[src/rtl/mem_port_arbiter_if.sv]
// Bundle of requester, memory and stall signals around the unified memory port arbiter.
// The arbiter takes the slave view; the surrounding core/memory environment takes the master view.
interface mem_port_arbiter_if #(
    parameter int ADDR_W = 64,
    parameter int DATA_W = 64
);
    logic                  if_req;
    logic [ADDR_W-1:0]     if_addr;
    logic                  if_flush;
    logic                  if_valid;
    logic [DATA_W-1:0]     if_rdata;

    logic                  dm_req;
    logic                  dm_we;
    logic [ADDR_W-1:0]     dm_addr;
    logic [DATA_W-1:0]     dm_wdata;
    logic [DATA_W/8-1:0]   dm_wstrb;
    logic                  dm_valid;
    logic [DATA_W-1:0]     dm_rdata;

    logic                  mem_req;
    logic                  mem_we;
    logic [ADDR_W-1:0]     mem_addr;
    logic [DATA_W-1:0]     mem_wdata;
    logic [DATA_W/8-1:0]   mem_wstrb;
    logic                  mem_gnt;
    logic                  mem_rvalid;
    logic [DATA_W-1:0]     mem_rdata;

    logic                  stall_f;
    logic                  stall_m;

    modport master (
        output if_req, if_addr, if_flush,
        output dm_req, dm_we, dm_addr, dm_wdata, dm_wstrb,
        output mem_gnt, mem_rvalid, mem_rdata,
        input  if_valid, if_rdata, dm_valid, dm_rdata,
        input  mem_req, mem_we, mem_addr, mem_wdata, mem_wstrb,
        input  stall_f, stall_m
    );

    modport slave (
        input  if_req, if_addr, if_flush,
        input  dm_req, dm_we, dm_addr, dm_wdata, dm_wstrb,
        input  mem_gnt, mem_rvalid, mem_rdata,
        output if_valid, if_rdata, dm_valid, dm_rdata,
        output mem_req, mem_we, mem_addr, mem_wdata, mem_wstrb,
        output stall_f, stall_m
    );
endinterface

[src/rtl/mem_port_arbiter.sv]
// Shares one memory port between instruction fetch and the data stage, one transaction in flight,
// data first with a bounded number of data wins while a fetch is waiting.
module mem_port_arbiter #(
    parameter int ADDR_W     = 64,
    parameter int DATA_W     = 64,
    parameter int STARVE_MAX = 4
) (
    input logic               clk,
    input logic               reset,
    mem_port_arbiter_if.slave bus
);
    localparam int STRB_W = DATA_W / 8;
    localparam int CNT_W  = $clog2(STARVE_MAX + 1);
    localparam logic [CNT_W-1:0] CNT_MAX = CNT_W'(STARVE_MAX);

    typedef enum logic [1:0] {IDLE, ISSUE, WAIT} state_t;
    typedef enum logic {OWN_I, OWN_D} owner_t;

    state_t              state, state_nxt;
    owner_t              owner;
    logic                drop_i;
    logic [CNT_W-1:0]    starve_cnt;
    logic                pick_d, pick_i;
    logic                resp;

    logic                mem_req_q;
    logic                mem_we_q;
    logic [ADDR_W-1:0]   mem_addr_q;
    logic [DATA_W-1:0]   mem_wdata_q;
    logic [STRB_W-1:0]   mem_wstrb_q;

    always_comb begin
        pick_d = bus.dm_req && (!bus.if_req || (starve_cnt < CNT_MAX));
        pick_i = !pick_d && bus.if_req;
    end

    always_ff @(posedge clk) begin
        if (reset) state <= IDLE;
        else       state <= state_nxt;
    end

    always_comb begin
        state_nxt = state;
        case (state)
            IDLE:    if (pick_d || pick_i) state_nxt = ISSUE;
            ISSUE:   if (bus.mem_gnt)      state_nxt = WAIT;
            WAIT:    if (bus.mem_rvalid)   state_nxt = IDLE;
            default: state_nxt = IDLE;
        endcase
    end

    // Payload, ownership, starvation count and the flush-drop flag all change only at decision points.
    always_ff @(posedge clk) begin
        if (reset) begin
            owner       <= OWN_I;
            drop_i      <= 1'b0;
            starve_cnt  <= '0;
            mem_req_q   <= 1'b0;
            mem_we_q    <= 1'b0;
            mem_addr_q  <= '0;
            mem_wdata_q <= '0;
            mem_wstrb_q <= '0;
        end else begin
            case (state)
                IDLE: begin
                    drop_i <= 1'b0;
                    if (pick_d) begin
                        owner       <= OWN_D;
                        mem_req_q   <= 1'b1;
                        mem_we_q    <= bus.dm_we;
                        mem_addr_q  <= bus.dm_addr;
                        mem_wdata_q <= bus.dm_wdata;
                        mem_wstrb_q <= bus.dm_wstrb;
                        if (!bus.if_req)
                            starve_cnt <= '0;
                        else if (starve_cnt != CNT_MAX)
                            starve_cnt <= starve_cnt + 1'b1;
                    end else if (pick_i) begin
                        owner       <= OWN_I;
                        mem_req_q   <= 1'b1;
                        mem_we_q    <= 1'b0;
                        mem_addr_q  <= bus.if_addr;
                        mem_wdata_q <= '0;
                        mem_wstrb_q <= '0;
                        starve_cnt  <= '0;
                    end
                end
                ISSUE: begin
                    if (bus.mem_gnt) mem_req_q <= 1'b0;
                    if (owner == OWN_I && bus.if_flush) drop_i <= 1'b1;
                end
                WAIT: begin
                    if (bus.mem_rvalid)
                        drop_i <= 1'b0;
                    else if (owner == OWN_I && bus.if_flush)
                        drop_i <= 1'b1;
                end
                default: drop_i <= 1'b0;
            endcase
        end
    end

    always_comb begin
        resp          = !reset && (state == WAIT) && bus.mem_rvalid;
        bus.mem_req   = mem_req_q;
        bus.mem_we    = mem_we_q;
        bus.mem_addr  = mem_addr_q;
        bus.mem_wdata = mem_wdata_q;
        bus.mem_wstrb = mem_wstrb_q;
        bus.dm_valid  = resp && (owner == OWN_D);
        bus.if_valid  = resp && (owner == OWN_I) && !drop_i && !bus.if_flush;
        bus.dm_rdata  = bus.mem_rdata;
        bus.if_rdata  = bus.mem_rdata;
        bus.stall_f   = bus.if_req && !(resp && (owner == OWN_I) && !drop_i && !bus.if_flush);
        bus.stall_m   = bus.dm_req && !(resp && (owner == OWN_D));
    end
endmodule

[src/flat_wrapper.sv]
// flat-port wrapper written by rule: the top's interface ports become plain ports
module mem_port_arbiter_flat 
#(
    parameter int ADDR_W     = 64,
    parameter int DATA_W     = 64,
    parameter int STARVE_MAX = 4
)
  (clk, reset, bus_if_req, bus_if_addr, bus_if_flush, bus_dm_req, bus_dm_we, bus_dm_addr, bus_dm_wdata, bus_dm_wstrb, bus_mem_gnt, bus_mem_rvalid, bus_mem_rdata, bus_if_valid, bus_if_rdata, bus_dm_valid, bus_dm_rdata, bus_mem_req, bus_mem_we, bus_mem_addr, bus_mem_wdata, bus_mem_wstrb, bus_stall_f, bus_stall_m);
  mem_port_arbiter_if #(.ADDR_W(ADDR_W), .DATA_W(DATA_W)) bus_i ();
  input logic clk;
  input logic reset;
  input wire logic [$bits(bus_i.if_req)-1:0] bus_if_req;
  input wire logic [$bits(bus_i.if_addr)-1:0] bus_if_addr;
  input wire logic [$bits(bus_i.if_flush)-1:0] bus_if_flush;
  input wire logic [$bits(bus_i.dm_req)-1:0] bus_dm_req;
  input wire logic [$bits(bus_i.dm_we)-1:0] bus_dm_we;
  input wire logic [$bits(bus_i.dm_addr)-1:0] bus_dm_addr;
  input wire logic [$bits(bus_i.dm_wdata)-1:0] bus_dm_wdata;
  input wire logic [$bits(bus_i.dm_wstrb)-1:0] bus_dm_wstrb;
  input wire logic [$bits(bus_i.mem_gnt)-1:0] bus_mem_gnt;
  input wire logic [$bits(bus_i.mem_rvalid)-1:0] bus_mem_rvalid;
  input wire logic [$bits(bus_i.mem_rdata)-1:0] bus_mem_rdata;
  output wire logic [$bits(bus_i.if_valid)-1:0] bus_if_valid;
  output wire logic [$bits(bus_i.if_rdata)-1:0] bus_if_rdata;
  output wire logic [$bits(bus_i.dm_valid)-1:0] bus_dm_valid;
  output wire logic [$bits(bus_i.dm_rdata)-1:0] bus_dm_rdata;
  output wire logic [$bits(bus_i.mem_req)-1:0] bus_mem_req;
  output wire logic [$bits(bus_i.mem_we)-1:0] bus_mem_we;
  output wire logic [$bits(bus_i.mem_addr)-1:0] bus_mem_addr;
  output wire logic [$bits(bus_i.mem_wdata)-1:0] bus_mem_wdata;
  output wire logic [$bits(bus_i.mem_wstrb)-1:0] bus_mem_wstrb;
  output wire logic [$bits(bus_i.stall_f)-1:0] bus_stall_f;
  output wire logic [$bits(bus_i.stall_m)-1:0] bus_stall_m;
  assign bus_i.if_req = bus_if_req;
  assign bus_i.if_addr = bus_if_addr;
  assign bus_i.if_flush = bus_if_flush;
  assign bus_i.dm_req = bus_dm_req;
  assign bus_i.dm_we = bus_dm_we;
  assign bus_i.dm_addr = bus_dm_addr;
  assign bus_i.dm_wdata = bus_dm_wdata;
  assign bus_i.dm_wstrb = bus_dm_wstrb;
  assign bus_i.mem_gnt = bus_mem_gnt;
  assign bus_i.mem_rvalid = bus_mem_rvalid;
  assign bus_i.mem_rdata = bus_mem_rdata;
  assign bus_if_valid = bus_i.if_valid;
  assign bus_if_rdata = bus_i.if_rdata;
  assign bus_dm_valid = bus_i.dm_valid;
  assign bus_dm_rdata = bus_i.dm_rdata;
  assign bus_mem_req = bus_i.mem_req;
  assign bus_mem_we = bus_i.mem_we;
  assign bus_mem_addr = bus_i.mem_addr;
  assign bus_mem_wdata = bus_i.mem_wdata;
  assign bus_mem_wstrb = bus_i.mem_wstrb;
  assign bus_stall_f = bus_i.stall_f;
  assign bus_stall_m = bus_i.stall_m;
  mem_port_arbiter #(.ADDR_W(ADDR_W), .DATA_W(DATA_W), .STARVE_MAX(STARVE_MAX)) u_core (.clk(clk), .reset(reset), .bus(bus_i));
endmodule
[config.mk]
export PLATFORM = sky130hd
export DESIGN_NAME = mem_port_arbiter_flat
export DESIGN_NICKNAME = d
export VERILOG_FILES = /design/src/rtl/mem_port_arbiter_if.sv /design/src/rtl/mem_port_arbiter.sv /design/src/flat_wrapper.sv
export SDC_FILE = /design/constraint.sdc
export NUM_CORES = 1
export LEC_CHECK = 0
export CORE_AREA = 2 2 209 211
export CTS_CLUSTER_DIAMETER = 100
export DETAILED_ROUTE_END_ITERATION = 8
export DIE_AREA = 0 0 211 213
export GPL_TIMING_DRIVEN = 0
export PLACE_DENSITY_LB_ADDON = 0.2
export SLEW_MARGIN = 20
export SYNTH_ARGS = -nofsm -noshare
export SYNTH_HDL_FRONTEND = slang
export SYNTH_SLANG_ARGS = --single-unit
[constraint.sdc]
create_clock -name clk -period 1.9 [get_ports clk]
set_clock_uncertainty 0.2 [all_clocks]
set_input_delay 0.285 -clock clk [delete_from_list [all_inputs] [get_ports clk]]
set_output_delay 0.285 -clock clk [all_outputs]
set_load 0.02 [all_outputs]
# Yosys cells after proc, flatten, opt, wreduce, memory -nomap -nowiden
# Cells that the tools add are included.
classes:
  n_reduce_logical: 27
  n_bitwise: 1
  eq_ne: 8
  mux: 24
  n_addsub: 1
  magnitude_cmp: 1
op_table:
  columns: ["op", "count"]
  rows:
  - ["64-bit 2-to-1 mux", 4]
  - ["8-bit 2-to-1 mux", 2]
  - ["3-bit 2-to-1 mux", 4]
  - ["1-bit logical AND", 11]
  - ["3-bit AND reduction", 3]
  - ["1-bit 2-to-1 mux", 8]
  - ["1-bit zero test", 7]
  - ["2-bit 2-to-1 mux", 3]
  - ["3-bit != test, second input constant", 2]
  - ["2-bit case mux with 3 select lines", 1]
  - ["2-bit != test, second input constant", 2]
  - ["1-bit case mux with 2 select lines", 2]
  - ["2-bit nonzero test", 2]
  - ["3-bit by 1-bit adder with 3-bit output, second input constant", 1]
  - ["3-bit less-than comparator, second input constant", 1]
  - ["3-bit by 1-bit != test with 1-bit output, second input constant", 1]
  - ["2-bit by 1-bit equality test with 1-bit output, second input constant", 1]
  - ["2-bit equality test, second input constant", 1]
  - ["2-bit zero test", 1]
  - ["1-bit logical OR", 2]
  - ["2-bit by 1-bit != test with 1-bit output, second input constant", 1]
  - ["2-bit AND reduction", 1]
  - ["1-bit inverter", 1]
totals:
  inputBits: 272
  output_inout_bits: 270
  reg_bits: 145

# Depth between registers and ports, before layout
depth:
  ltp_word: 8
  mapped_depth: 8

# Worst setup path before layout
# OpenSTA, ideal clock, no wires.
synth_path:
  path_type: "flip-flop to output port"
  start: "register u_core.state[0]"
  end: "output bus_stall_f"
  stages_incl_launch_ff: 6
  path_slack_ps: -189
  t_required_ps: 1415
  path_buffers: 0
  arrival_time_ps: 1604
  cell_sequence: "dfxtp_1 inv_1 ha_1 nand3b_1 nor4_1 nor2b_1"
synth_between:
  elab_chain_len: 8
synth_rtl:
  columns: ["element", "line_no", "source"]
  rows:
  - ["start, declared", "mem_port_arbiter.sv:19", "state_t state, state_nxt;"]
  - ["start signal, assigned", "mem_port_arbiter.sv:39", "else state <= state_nxt;"]
  - ["2-bit equality test", "mem_port_arbiter.sv:104", "resp = !reset && (state == WAIT) && bus.mem_rvalid;"]
  - ["1-bit logical AND (2 in a row)", "mem_port_arbiter.sv:104", null]
  - ["1-bit logical AND (3 in a row)", null, null]
  - ["via bus_if_valid", "flat_wrapper.sv:23", "output wire logic [$bits(bus_i.if_valid)-1:0] bus_if_valid;"]
  - ["1-bit zero test", "mem_port_arbiter.sv:114", "bus.stall_f = bus.if_req && !(resp && (owner == OWN_I) && !drop_i && !bus.if_flush);"]
  - ["1-bit logical AND", "mem_port_arbiter.sv:114", null]
  - ["end, declared", "flat_wrapper.sv:32", "output wire logic [$bits(bus_i.stall_f)-1:0] bus_stall_f;"]
# The timed path passes the listed nets, and every way through them passes these cells.

# Worst setup path after layout
layout_path:
  start: "register u_core.state[0]"
  end: "output bus_dm_valid"
layout_between:
  elab_chain_len: 4
layout_rtl:
  columns: ["element", "line_no", "source"]
  rows:
  - ["2-bit equality test", "mem_port_arbiter.sv:104", null]
  - ["1-bit logical AND (2 in a row)", "mem_port_arbiter.sv:104", null]
  - ["1-bit logical AND", "mem_port_arbiter.sv:110", "bus.dm_valid = resp && (owner == OWN_D);"]
  - ["end, declared", "flat_wrapper.sv:25", "output wire logic [$bits(bus_i.dm_valid)-1:0] bus_dm_valid;"]
# Every way passes these cells.

==> metrics <==
Req. time, crit path 1.41 ns; initial antenna violation count 0; pre-CTS WS -0.920 ns; Post-Route WL 30700 um; Worst Path Buf+Inv 2; Hold Vio Cnt, Final 0; Syn Nets 983; die height 213 um; Final nets 1487; wire length of the first global-routing pass 43100 um; input/output buffers 477; GRT Total Usage 0.130; ratio of cells with drive above 1 in the final layout 0.197; die area 44900 um2; max cap viols 0; endpoints failing setup 4; power density over cell area 920 nW/um2; Post-synth EDFFs 0; Iter 0 DRT Violations 277; P&R area growth vs syn 99.9%; kind of critical path reg -> out; Yosys top cell by area dfxtp_1; delay-heaviest family, CP buffers and inverters; # fillers 4506; diode count 0; H-tree levels 4; drt pass-1 iters 5; Skew-Pair Late Insertion Delay 0.43 ns; Syn Area/Cell 9.05 um2; synth unique cells 32; post-synthesis cell count 705; Slew headroom 0.533; die width 211 um; sequential element share of the synthesized area 0.455; cts hold-fix bufs 0; Leakage 5.91 nW; CTS tree yes; routability cong. 0.786; Synth top area share 0.455; Final ANT Viol Nets 0; clock root cell clkbuf_16; GRT Residual Overflow 0; RSZ-0062 raised after global routing true; status finished, violations left; Worst-path clk slew 0.07 ns; I/O pin count 542; vias in the first global route 6914; fmax 501 MHz; Slew Limit Fails 0; Sink Count 145; crit-path cells inv_2, ha_4, nand3b_1, nor2_1, clkdlybuf4s15_2; WP data arrival 1.51 ns; Post-Syn Area 6380 um2; Top FF cell, synth dfxtp_1; Remaining DRCs 0; via count 6744; largest net degree at the start of global routing 17; Initial Utilization 0.149; worst min-delay path class in -> reg; Total Power 11.7 mW; fraction of registers with async set/reset 0; DP HPWL 23800 um; synthesis warning total 0; row cnt 76; hold slack 0.202 ns; Via density 3.81; Core Region 42700 um2; crit share post-route 1.05; CP Max Fanout 3; Max VDD drop 0.496 mV; worst slew pin tran 0.700 ns; Inserted Clock Buffers 17; clk buf depth 2; final worst slack -0.0974 ns; critical path's slowest cell dfxtp_2; crit path time final 2.00 ns; Worst path max stage delay 0.32 ns; failing checks negative setup slack; Yosys reg bits 145; CP endpoint kind output pin; drt wl/cell 17.3 um; top area cells in the synthesized netlist dfxtp_1 45%, buf_4 16%, a22o_1 10%; Critical Path Source Type flop
placed cells by master, fill, tap and decap left out, types with 5 or more instances in the layout:
cell type        instances
clkinv_2                 5
buf_4                  148
nor2_1                  70
ha_1                     5
buf_8                    7
a22o_1                  73
buf_2                    5
clkbuf_4                12
nand2_1                 67
buf_6                    6
dfxtp_1                143
clkbuf_16               18
a211oi_2                12
dlygate4sd2_1          114
dlymetal6s2s_1          26
a21oi_1                 66
a211oi_1                53
clkdlybuf4s50_1        333
clkbuf_1                 8
kinds of logic after synthesis:
group / after synthesis / synth area share
adders and majority gates: 6 / 0.0118
muxes: 1 / 0.00157
DFF: 145 / 0.455
AOI/OAI and AO/OA: 215 / 0.241
and+or+nand+nor: 152 / 0.0973
buffers and inverters: 186 / 0.193
cell type report:
cell class | instances | area, um2 | area share
Buffer | 181 | 1400 | 0.110
Clock buffer | 18 | 429 | 0.0336
Clock inverter | 14 | 186 | 0.0146
Inverter | 5 | 18.8 | 0.00147
Multi-Input combinational cell | 374 | 2350 | 0.184
Sequential cell | 145 | 2910 | 0.228
Tap cell | 546 | 683 | 0.0536
Timing Repair Buffer | 485 | 4780 | 0.374
cells in the mapped netlist, types with 2 or more instances:
cell type and number:
nor2_1 70, nand2b_1 2, inv_1 5, nand2_1 67, a22o_1 73, buf_2 24
ha_1 6, a22oi_1 3, buf_4 134, dfxtp_1 145, nor2b_1 4, a21oi_1 66
nor3_1 2, a211oi_1 65, clkbuf_1 22
sequential cells by signal, summed over array words and instances (netlist names):
name / flops
u_core.bus.mem_addr: 64
u_core.bus.mem_req: 1
u_core.bus.mem_wdata: 64
u_core.bus.mem_we: 1
u_core.bus.mem_wstrb: 8
u_core.drop_i: 1
u_core.owner: 1
u_core.starve_cnt: 3
u_core.state: 2
repair_timing:
| item | in CTS | in global routing |
|---|---|---|
| endpoints found under the hold margin | 0 | 0 |
| buffers inserted | 2 | 4 |
| setup endpoints to repair | 261 | 162 |
| cloned | 0 | 2 |
| gates resized for setup | 176 | 93 |
| pin swaps | 3 | 3 |
through the flow:
step / setup TNS, ns / instances / area (um2) / util
6_report: -0.253 / 1768 / 12800 / 0.299
5_1_grt: -1.36 / 1768 / 12800 / 0.299
4_1_cts: -7.93 / 1762 / 12400 / 0.291
3_5_place_dp: -105.44 / 1728 / 11800 / 0.277
3_3_place_gp: -103.74 / 1728 / 11800 / 0.277
2_1_floorplan: 0 / 705 / 6390 / -
layer usage:
| layer | up-vias | wire length [um] | track usage |
|---|---|---|---|
| met4 | 0 | 410 | 0.0372 |
| met5 | - | 0 | 0 |
| li1 | 3342 | - | - |
| met3 | 24 | 1700 | 0.0335 |
| met1 | 3134 | 13200 | 0.159 |
| met2 | 244 | 15300 | 0.223 |
worst paths after layout:
kind / startpoint / endpoint / slack (ns) / depth (start not counted)
max: u_core.state[0] / bus_dm_valid / -0.1 / 5
min: bus_if_addr[56] / u_core.bus.mem_addr[56] / 0.20 / 3
max reg2reg: u_core.state[1] / u_core.bus.mem_wdata[61] / 0.05 / 8
min reg2reg: u_core.bus.mem_wdata[45] / u_core.bus.mem_wdata[45] / 0.27 / 1
power by group:
group / switching, mW / internal [mW] / total, mW
clock network: 1.46 / 2.20 / 3.66
logic: 2.25 / 2.08 / 4.33
registers: 0.233 / 3.52 / 3.75
worst min-delay path, cell delays in order:
cell             delay [ns]
clkdlybuf4s50_1        0.40
nand2_1                0.06
a211oi_1               0.05
Power figures use the tool's default switching activity.
